[src/rtl/adrv9001_tx_stream_ctrl_if.sv]
// 32-bit sample stream bundle shared by the upstream source and the serializer side.
// Valid/ready: a word transfers on a rising clk edge where tvalid and tready are both 1;
// the master holds tdata stable while tvalid is high and not yet accepted.
interface adrv9001_tx_stream_ctrl_if;
    logic [31:0] tdata;
    logic        tvalid;
    logic        tready;

    modport master (output tdata, output tvalid, input tready);
    modport slave  (input tdata, input tvalid, output tready);
endinterface

[src/rtl/adrv9001_tx_stream_ctrl.sv]
// Transmit stream controller: primes a small sample FIFO, then feeds the serializer a
// continuous-valid stream (DMA, constant idle or ramp), substituting idle data on underflow.
module adrv9001_tx_stream_ctrl #(
    parameter int          FIFO_DEPTH  = 16,
    parameter int          PRIME_LEVEL = 8,
    parameter logic [31:0] IDLE_DATA   = 32'h00000000,
    parameter int          UFLOW_CNT_W = 16
) (
    input  logic                            clk,
    input  logic                            rst,
    input  logic                            enable,
    input  logic [1:0]                      mode,
    adrv9001_tx_stream_ctrl_if.slave        s_axis,
    adrv9001_tx_stream_ctrl_if.master       m_axis,
    output logic                            active,
    output logic [$clog2(FIFO_DEPTH):0]     fifo_level,
    output logic                            underflow,
    output logic [UFLOW_CNT_W-1:0]          underflow_cnt,
    output logic [1:0]                      dbg_state
);

    localparam int AW = $clog2(FIFO_DEPTH);
    localparam int LW = AW + 1;

    typedef enum logic [1:0] {
        ST_IDLE  = 2'd0,
        ST_PRIME = 2'd1,
        ST_RUN   = 2'd2
    } state_t;

    state_t           state_q, state_d;
    logic [1:0]       mode_q;
    logic [31:0]      mem [FIFO_DEPTH];
    logic [AW-1:0]    wr_ptr, rd_ptr;
    logic [LW-1:0]    level;
    logic [31:0]      tdata_q;
    logic [15:0]      ramp_q;

    logic             s_ready;
    logic             push;
    logic             pop;
    logic             flush;
    logic             prime_done;
    logic             load;
    logic             uflow_evt;
    logic [31:0]      next_word;
    logic [15:0]      ramp_next;

    // Ready comes from the registered level only, so a full FIFO refuses input even while popping.
    assign s_ready    = (state_q != ST_IDLE) && (level < LW'(FIFO_DEPTH));
    assign push       = s_axis.tvalid && s_ready && (mode_q == 2'd0);
    assign flush      = (state_q == ST_IDLE) || !enable;
    assign prime_done = (mode_q == 2'd0) ? (level >= LW'(PRIME_LEVEL)) : 1'b1;

    always_comb begin
        state_d   = state_q;
        load      = 1'b0;
        pop       = 1'b0;
        uflow_evt = 1'b0;
        ramp_next = ramp_q;
        next_word = tdata_q;
        case (state_q)
            ST_IDLE: begin
                if (enable) state_d = ST_PRIME;
            end
            ST_PRIME: begin
                if (!enable) begin
                    state_d = ST_IDLE;
                end else if (prime_done) begin
                    state_d   = ST_RUN;
                    load      = 1'b1;
                    ramp_next = 16'd0;
                    case (mode_q)
                        2'd0: begin
                            next_word = mem[rd_ptr];
                            pop       = 1'b1;
                        end
                        2'd2:    next_word = {ramp_next, ~ramp_next};
                        default: next_word = IDLE_DATA;
                    endcase
                end
            end
            ST_RUN: begin
                if (!enable) begin
                    state_d = ST_IDLE;
                end else if (m_axis.tready) begin
                    load = 1'b1;
                    case (mode_q)
                        2'd0: begin
                            if (level != '0) begin
                                next_word = mem[rd_ptr];
                                pop       = 1'b1;
                            end else begin
                                next_word = IDLE_DATA;
                                uflow_evt = 1'b1;
                            end
                        end
                        2'd2: begin
                            ramp_next = ramp_q + 16'd1;
                            next_word = {ramp_next, ~ramp_next};
                        end
                        default: next_word = IDLE_DATA;
                    endcase
                end
            end
            default: state_d = ST_IDLE;
        endcase
    end

    always_ff @(posedge clk) begin
        if (rst) begin
            state_q       <= ST_IDLE;
            mode_q        <= 2'd0;
            tdata_q       <= 32'h0;
            ramp_q        <= 16'd0;
            underflow     <= 1'b0;
            underflow_cnt <= '0;
        end else begin
            state_q   <= state_d;
            underflow <= uflow_evt;
            if (state_q == ST_IDLE && enable) begin
                mode_q        <= mode;
                underflow_cnt <= '0;
            end else if (uflow_evt && underflow_cnt != '1) begin
                underflow_cnt <= underflow_cnt + 1'b1;
            end
            if (load) begin
                tdata_q <= next_word;
                ramp_q  <= ramp_next;
            end
        end
    end

    always_ff @(posedge clk) begin
        if (push && !flush) mem[wr_ptr] <= s_axis.tdata;
    end

    // Stopping discards everything buffered on the same edge the FSM returns to IDLE.
    always_ff @(posedge clk) begin
        if (rst || flush) begin
            wr_ptr <= '0;
            rd_ptr <= '0;
            level  <= '0;
        end else begin
            if (push) wr_ptr <= wr_ptr + AW'(1);
            if (pop)  rd_ptr <= rd_ptr + AW'(1);
            case ({push, pop})
                2'b10:   level <= level + LW'(1);
                2'b01:   level <= level - LW'(1);
                default: level <= level;
            endcase
        end
    end

    assign s_axis.tready = s_ready;
    assign m_axis.tvalid = (state_q == ST_RUN);
    assign m_axis.tdata  = tdata_q;
    assign active        = (state_q == ST_RUN);
    assign fifo_level    = level;
    assign dbg_state     = state_q;

endmodule

[src/flat_wrapper.sv]
// flat-port wrapper written by rule: the top's interface ports become plain ports
module adrv9001_tx_stream_ctrl_flat 
#(
    parameter int          FIFO_DEPTH  = 16,
    parameter int          PRIME_LEVEL = 8,
    parameter logic [31:0] IDLE_DATA   = 32'h00000000,
    parameter int          UFLOW_CNT_W = 16
)
  (clk, rst, enable, mode, active, fifo_level, underflow, underflow_cnt, dbg_state, s_axis_tdata, s_axis_tvalid, s_axis_tready, m_axis_tdata, m_axis_tvalid, m_axis_tready);
  adrv9001_tx_stream_ctrl_if s_axis_i ();
  adrv9001_tx_stream_ctrl_if m_axis_i ();
  input  logic clk;
  input  logic rst;
  input  logic enable;
  input  logic [1:0] mode;
  output logic active;
  output logic [$clog2(FIFO_DEPTH):0] fifo_level;
  output logic underflow;
  output logic [UFLOW_CNT_W-1:0] underflow_cnt;
  output logic [1:0] dbg_state;
  input wire logic [$bits(s_axis_i.tdata)-1:0] s_axis_tdata;
  input wire logic [$bits(s_axis_i.tvalid)-1:0] s_axis_tvalid;
  output wire logic [$bits(s_axis_i.tready)-1:0] s_axis_tready;
  output wire logic [$bits(m_axis_i.tdata)-1:0] m_axis_tdata;
  output wire logic [$bits(m_axis_i.tvalid)-1:0] m_axis_tvalid;
  input wire logic [$bits(m_axis_i.tready)-1:0] m_axis_tready;
  assign s_axis_i.tdata = s_axis_tdata;
  assign s_axis_i.tvalid = s_axis_tvalid;
  assign s_axis_tready = s_axis_i.tready;
  assign m_axis_tdata = m_axis_i.tdata;
  assign m_axis_tvalid = m_axis_i.tvalid;
  assign m_axis_i.tready = m_axis_tready;
  adrv9001_tx_stream_ctrl #(.FIFO_DEPTH(FIFO_DEPTH), .PRIME_LEVEL(PRIME_LEVEL), .IDLE_DATA(IDLE_DATA), .UFLOW_CNT_W(UFLOW_CNT_W)) u_core (.clk(clk), .rst(rst), .enable(enable), .mode(mode), .s_axis(s_axis_i), .m_axis(m_axis_i), .active(active), .fifo_level(fifo_level), .underflow(underflow), .underflow_cnt(underflow_cnt), .dbg_state(dbg_state));
endmodule
[config.mk]
export PLATFORM = sky130hd
export DESIGN_NAME = adrv9001_tx_stream_ctrl_flat
export DESIGN_NICKNAME = d
export VERILOG_FILES = /design/src/rtl/adrv9001_tx_stream_ctrl_if.sv /design/src/rtl/adrv9001_tx_stream_ctrl.sv /design/src/flat_wrapper.sv
export SDC_FILE = /design/constraint.sdc
export NUM_CORES = 1
export LEC_CHECK = 0
export ABC_AREA = 1
export BUFFER_PORTS_ARGS = -buffer_cell sky130_fd_sc_hd__buf_2
export CAP_MARGIN = 20
export CORE_MARGIN = 3
export CORE_UTILIZATION = 44
export DETAILED_ROUTE_END_ITERATION = 6
export GPL_ROUTABILITY_DRIVEN = 1
export SLEW_MARGIN = 10
export SYNTH_ARGS = -nofsm -noshare
export SYNTH_HDL_FRONTEND = slang
export SYNTH_SLANG_ARGS = --single-unit
export TNS_END_PERCENT = 20
[constraint.sdc]
create_clock -name clk -period 5.7 [get_ports clk]
set_input_delay 1.14 -clock clk [delete_from_list [all_inputs] [get_ports clk]]
set_output_delay 1.14 -clock clk [all_outputs]
set_load 0.02 [all_outputs]
==> results of run 1 <==
-- worst max-delay path: stages (launching register included) --
cell     delay [ns]
dfxtp_1        0.34
inv_1          0.09
ha_1           0.61
nand2_1        0.56
nand2_2        0.31
inv_1          0.11
ha_1           0.28
xnor2_1        0.21
inv_1          0.07
ha_1           0.17
inv_1          0.06
nand2_1        0.08
nand2_1        0.11
nand2_1        0.05
nand2_1        0.07
nand3_1        0.08
nand2_1        0.07
nor2_1         0.04
-- cell type report --
type                    instances  area, µm²
diodes                          1       2.50
clock buffers                  78       1680
clock inverters                33        268
fillers                      4920      27500
inverters                     104        407
multi-input cells            1359       6770
flip-flops and latches        598      17100
well taps                     748        936
repair buffers                126        728
-- path summary, 6_finish.rpt --
check                                        endpoint  depth (start not counted)
setup / recovery    u_core.fifo_level[4]$_SDFFE_PP0P_                         17
hold / removal    u_core.m_axis.tdata[1]$_SDFFE_PP0P_                          2
hold reg to reg   u_core.m_axis.tdata[1]$_SDFFE_PP0P_                          2
setup reg to reg    u_core.fifo_level[4]$_SDFFE_PP0P_                         17
-- kinds of logic (layout without fill, tap and decap cells) --
logic type	after synthesis	in the layout	share of synthesized area, %
other cells	0	1	0
flops	598	598	69.0
fa+ha+maj	12	12	0.606
xor+xnor	16	16	0.566
simple gates	823	823	13.7
compound gates	508	508	11.9
buf+inv	227	341	4.16
-- state kept, by name, indices dropped and copies added, names as in the netlist, named ones only --
name	count
u_core.underflow	1
u_core.rd_ptr	4
u_core.m_axis.tdata	32
u_core.dbg_state	2
u_core.mem	512
u_core.underflow_cnt	16
u_core.fifo_level	5
u_core.ramp_q	16
u_core.wr_ptr	4
u_core.mode_q	2
-- per-stage QoR --
step,utilization (%),hold slack (ns),total power [µW]
finish,50.3,0.468,8960
global route,50.3,0.488,9230
CTS,50.3,0.469,9020
detailed placement,46.8,0.460,5160
global placement,46.8,0.452,5150
floorplan,-,0.443,5030
-- per-layer routing --
metal / GRT usage, % / vias up / part of all wire [%] / routed length (µm)
li1: - / 7935 / - / -
met1: 30.6 / 8331 / 43 / 28800
met2: 34.8 / 608 / 46 / 30700
met3: 4.64 / 112 / 7.6 / 5020
met4: 7.03 / 2 / 2.8 / 1870
met5: 0 / - / 0.018 / 12
-- report_power, final --
| group | switching [µW] | leakage, µW | total, µW | internal (µW) |
|---|---|---|---|---|
| sequential | 18.5 | 0.00530 | 4780 | 4760 |
| combinational | 216 | 0.00327 | 282 | 66.0 |
| clock | 1650 | 0.000958 | 3890 | 2240 |
-- cell usage in the layout, fill, tap and decap left out, types with 3 or more instances in the layout --
cell type | Yosys | layout
edfxtp_1 | 512 | 512
nor2_1 | 370 | 354
o21ai_0 | 276 | 276
nand2_1 | 274 | 274
nand3_1 | 129 | 129
buf_2 | 38 | 97
inv_1 | 94 | 94
o211ai_1 | 84 | 84
dfxtp_1 | 86 | 83
a21oi_1 | 75 | 75
clkbuf_16 | 0 | 64
buf_4 | 15 | 27
o221ai_1 | 25 | 25
nor2_4 | 4 | 20
clkinv_1 | 3 | 16
a21oi_2 | 15 | 15
nand4_1 | 13 | 13
o22ai_1 | 13 | 13
xor2_1 | 12 | 12
nor3_1 | 12 | 12
ha_1 | 12 | 12
nand2_2 | 11 | 11
clkinv_2 | 0 | 11
clkbuf_1 | 57 | 11
o21ai_1 | 7 | 7
xnor2_1 | 4 | 4
inv_2 | 4 | 4
bufinv_16 | 0 | 4
o21ai_2 | 3 | 3
==> impl_metrics.toml, run 1 <==
[status]
status = "finished, violations left"
violations = "design-rule violations"

[logic_synthesis]
ys_warn_count = 0
synth_ff_type = "edfxtp_1"
netlist_area_um2 = 24800
netlist-cell-type-count = 46
ys_ff_latch = 598
syn_inst = 2184
yosysSeqAreaShare_pct = 69.0
yosysMostFrequentCell = "edfxtp_1"
syn_area_per_cell_um2 = 11.3
synth_common_cells = "512 x edfxtp_1, 370 x nor2_1, 276 x o21ai_0, 274 x nand2_1, 129 x nand3_1"
synth.area.top_cells = "edfxtp_1 62%, dfxtp_1 6.9%, nor2_1 5.6%"
synth_top_area_cell = "edfxtp_1"
syn_nets = 2235
async_flop_share_pct = 0
synth_edf_count = 512
yosysTopAreaCellShare_pct = 62.1

[sta]
final-setup-viol-count = 0
worstMarginPinSlew_ns = 0.996
fin_ws_ns = 2.27
relSlewSlack_pct = 33.4
hold_viol_final = 0
rsz0062_at_grt = "false"
max_freq_mhz = 292
setup_tns_ns = 0
period_share_pct = 60.2
slew_violations = 0
fin_crit_ns = 3.43
fin_skew_ns = 0.0121

[critical_path]
rrSetupSlack_ns = 2.27
worstSetupPathType = "reg -> reg"
path_max_fanout = 17
r2r-start = "u_core.dbg_state[0]$_SDFFE_PP0P_"
cp-startpoint = "u_core.dbg_state[0]$_SDFFE_PP0P_"
critPathCaptureType = "flop"
crit_arrival_ns = 3.93
critPathRequiredTime_ns = 6.21
worstSetupStartpointType = "flop"

[die]
die_y_um = 243
fp.dieW_um = 243
pin_count = 98
dieArea_um2 = 59200
core_um2 = 55400
initial_core_util_pct = 44.7
fp-row-count = 86

[route]
wl_per_cell_um = 21.8
drc = 6
via_per_inst = 5.58
dr.pass1.iters = 7
first_iter_violations = 1644
ant_nets = 0
wirelength_um = 66400
vias = 17000

[global_route]
grt_pass1_vias = 16200
overflow = 0
antenna_found_initial = 3
grt_first_pass_wirelength_um = 99900
grt_usage_pct = 22.0
grt_start_max_net_pins = 109

[placed_design]
portBuffers = 97
hpwl_um = 39000
pre_cts_slack_ns = 2.15
gp_congestion = 0.886
place_area_um2 = 25900
place_inst = 2935

[clock_tree]
post_cts_resized = 0
cts_tree = "done"
cts_buffers = 61
htree_levels = 2
clock_sinks = 598
clk_latency_ns = 0.62
cts-root-buf = "clkbuf_16"
postCtsSetupRepairBufs = 0
clk_path_buf_depth = 3
cts_hold_buffers = 0
clk_pin_slew_ns = 0.06

[pwr]
ir_worst_vdd_v = 0.000246
p_leak_uw = 0.00953
powerDensity_nw_per_um2 = 321

[cells_and_area]
final_area_um2 = 27900
area_growth_pct = 12.6
fin_nets = 2301
stdcell_count = 3047
drive_above_1_share_pct = 12.1

[hold_path]
hp-class = "reg -> reg"
hp-start = "u_core.m_axis.tdata[1]$_SDFFE_PP0P_"

[job]
drv_cap = 0
Note: power is estimated with default switching activity, not from simulation.
==> run 2: changes to the inputs <==
==> constraint.sdc (replaced) <==
create_clock -name clk -period 2.8 [get_ports clk]
set_input_delay 0.56 -clock clk [delete_from_list [all_inputs] [get_ports clk]]
set_output_delay 0.56 -clock clk [all_outputs]
set_load 0.02 [all_outputs]
==> impl_metrics.toml, run 2 (synthesized netlist as in run 1, its figures left out) <==
[route]
vias = 17000
via_per_inst = 5.50
dr.pass1.iters = 5
ant_nets = 0
first_iter_violations = 1475
drc = 0
wl_per_cell_um = 21.2
wirelength_um = 65300

[pwr]
p_leak_uw = 0.00982
powerDensity_nw_per_um2 = 649
ir_worst_vdd_v = 0.000401

[cells_and_area]
final_area_um2 = 28600
final_common_cell = "edfxtp_1"
final_cell_mix = "512 x edfxtp_1, 354 x nor2_1, 276 x o21ai_0"
fill_cells = 4824
drive_above_1_share_pct = 13.3
area_growth_pct = 15.3
largest_reg_flops = 512
regMostFlops = "u_core.mem"
fin_nets = 2341

[sta]
slew_violations = 0
rsz0062_at_grt = "false"
worstMarginPinSlew_ns = 0.783
hold_viol_final = 0
period_share_pct = 93.1
relSlewSlack_pct = 47.8
worst_hold_slack_ns = 0.236
fin_skew_ns = 0.0161
fin_crit_ns = 2.61
max_freq_mhz = 384
final-setup-viol-count = 0

[clock_tree]
clock_sinks = 598
clk_pin_slew_ns = 0.05
cts_buffers = 66
clk_latency_ns = 0.59
cts-root-buf = "clkbuf_16"
cts_tree = "done"
clk_path_buf_depth = 3
htree_levels = 3
postCtsSetupRepairBufs = 0

[die]
fp.dieW_um = 243
fp-row-count = 86
die_y_um = 243
pin_count = 98
core_um2 = 55400
initial_core_util_pct = 44.7
dieArea_um2 = 59200

[placed_design]
gp_congestion = 0.912
hpwl_um = 40300
place_area_um2 = 26500
portBuffers = 97

[status]
status = "finished, final reports clean"

[critical_path]
critPathCaptureType = "flop"
worstSetupStartpointType = "flop"
critPathRequiredTime_ns = 3.06
crit_arrival_ns = 2.86
path_max_fanout = 16
worstSetupPathType = "reg -> reg"

[hold_path]
hp-class = "in -> reg"

[global_route]
antenna_found_initial = 4
grt_first_pass_wirelength_um = 100000
grt_usage_pct = 22.0
overflow = 0
grt_pass1_vias = 16500
grt_start_max_net_pins = 171

[job]
drv_cap = 0
run 2: cell type report:
cell class | count | area, µm² | share of cell area, %
Antenna cell | 4 | 10.0 | 0.0350
Clock buffer | 91 | 1840 | 6.44
Clock inverter | 23 | 185 | 0.648
Inverter | 104 | 405 | 1.42
Multi-Input combinational cell | 1359 | 6790 | 23.8
Sequential cell | 598 | 17100 | 59.9
Tap cell | 748 | 936 | 3.28
Timing Repair Buffer | 161 | 1300 | 4.56
run 2: final timing paths:
check                                       from                                   to  slack, ns  cells past startpoint
max             u_core.dbg_state[1]$_SDFFE_PP0P_           u_core.mem[2][3]$_DFFE_PP_       0.19                      8
min                                          rst     u_core.dbg_state[0]$_SDFFE_PP0P_       0.24                      2
max reg2reg     u_core.dbg_state[1]$_SDFFE_PP0P_           u_core.mem[2][3]$_DFFE_PP_       0.19                      8
min reg2reg  u_core.m_axis.tdata[4]$_SDFFE_PP0P_  u_core.m_axis.tdata[4]$_SDFFE_PP0P_       0.46                      2
run 2: routing by layer:
metal,vias up,part of all wire [%],global-route usage (%)
met1,8301,43,29.8
met3,139,6.4,4.66
li1,7997,-,-
met4,2,3.7,8.47
met2,542,47,35.0
met5,-,0.021,0
run 2: critical path: stages, from the launching register on:
cell	delay, ns
dfxtp_1	0.38
inv_1	0.08
ha_1	0.25
nor2_1	0.16
nand3_2	0.22
nor2_1	0.34
nand2_1	0.34
nor2_4	0.22
buf_4	0.29
run 2: per-stage QoR:
| stage | utilization, % | worst slack [ns] | total power (µW) | TNS (ns) | instances |
|---|---|---|---|---|---|
| floorplan | - | -0.234 | 10200 | -99.97 | 2184 |
| global placement | 47.9 | 0.194 | 10500 | 0 | 2970 |
| detailed placement | 47.9 | 0.183 | 10500 | 0 | 2970 |
| CTS | 51.5 | 0.175 | 18700 | 0 | 3084 |
| global route | 51.6 | 0.00279 | 19100 | 0 | 3085 |
| finish | 51.6 | 0.193 | 18500 | 0 | 3088 |
run 2: timing repair:
action | in CTS | in global routing
endpoints found under the setup margin | 0 | 1
endpoints found under the hold margin | 0 | 0
gates resized for setup | 0 | 3
hold buffers | 0 | 0
run 2: power breakdown:
| part | switching (µW) | leakage (µW) | internal [µW] |
|---|---|---|---|
| registers | 28.3 | 0.00530 | 9700 |
| logic | 450 | 0.00353 | 152 |
| clock network | 3360 | 0.000987 | 4850 |
| total | 3840 | 0.00982 | 14700 |
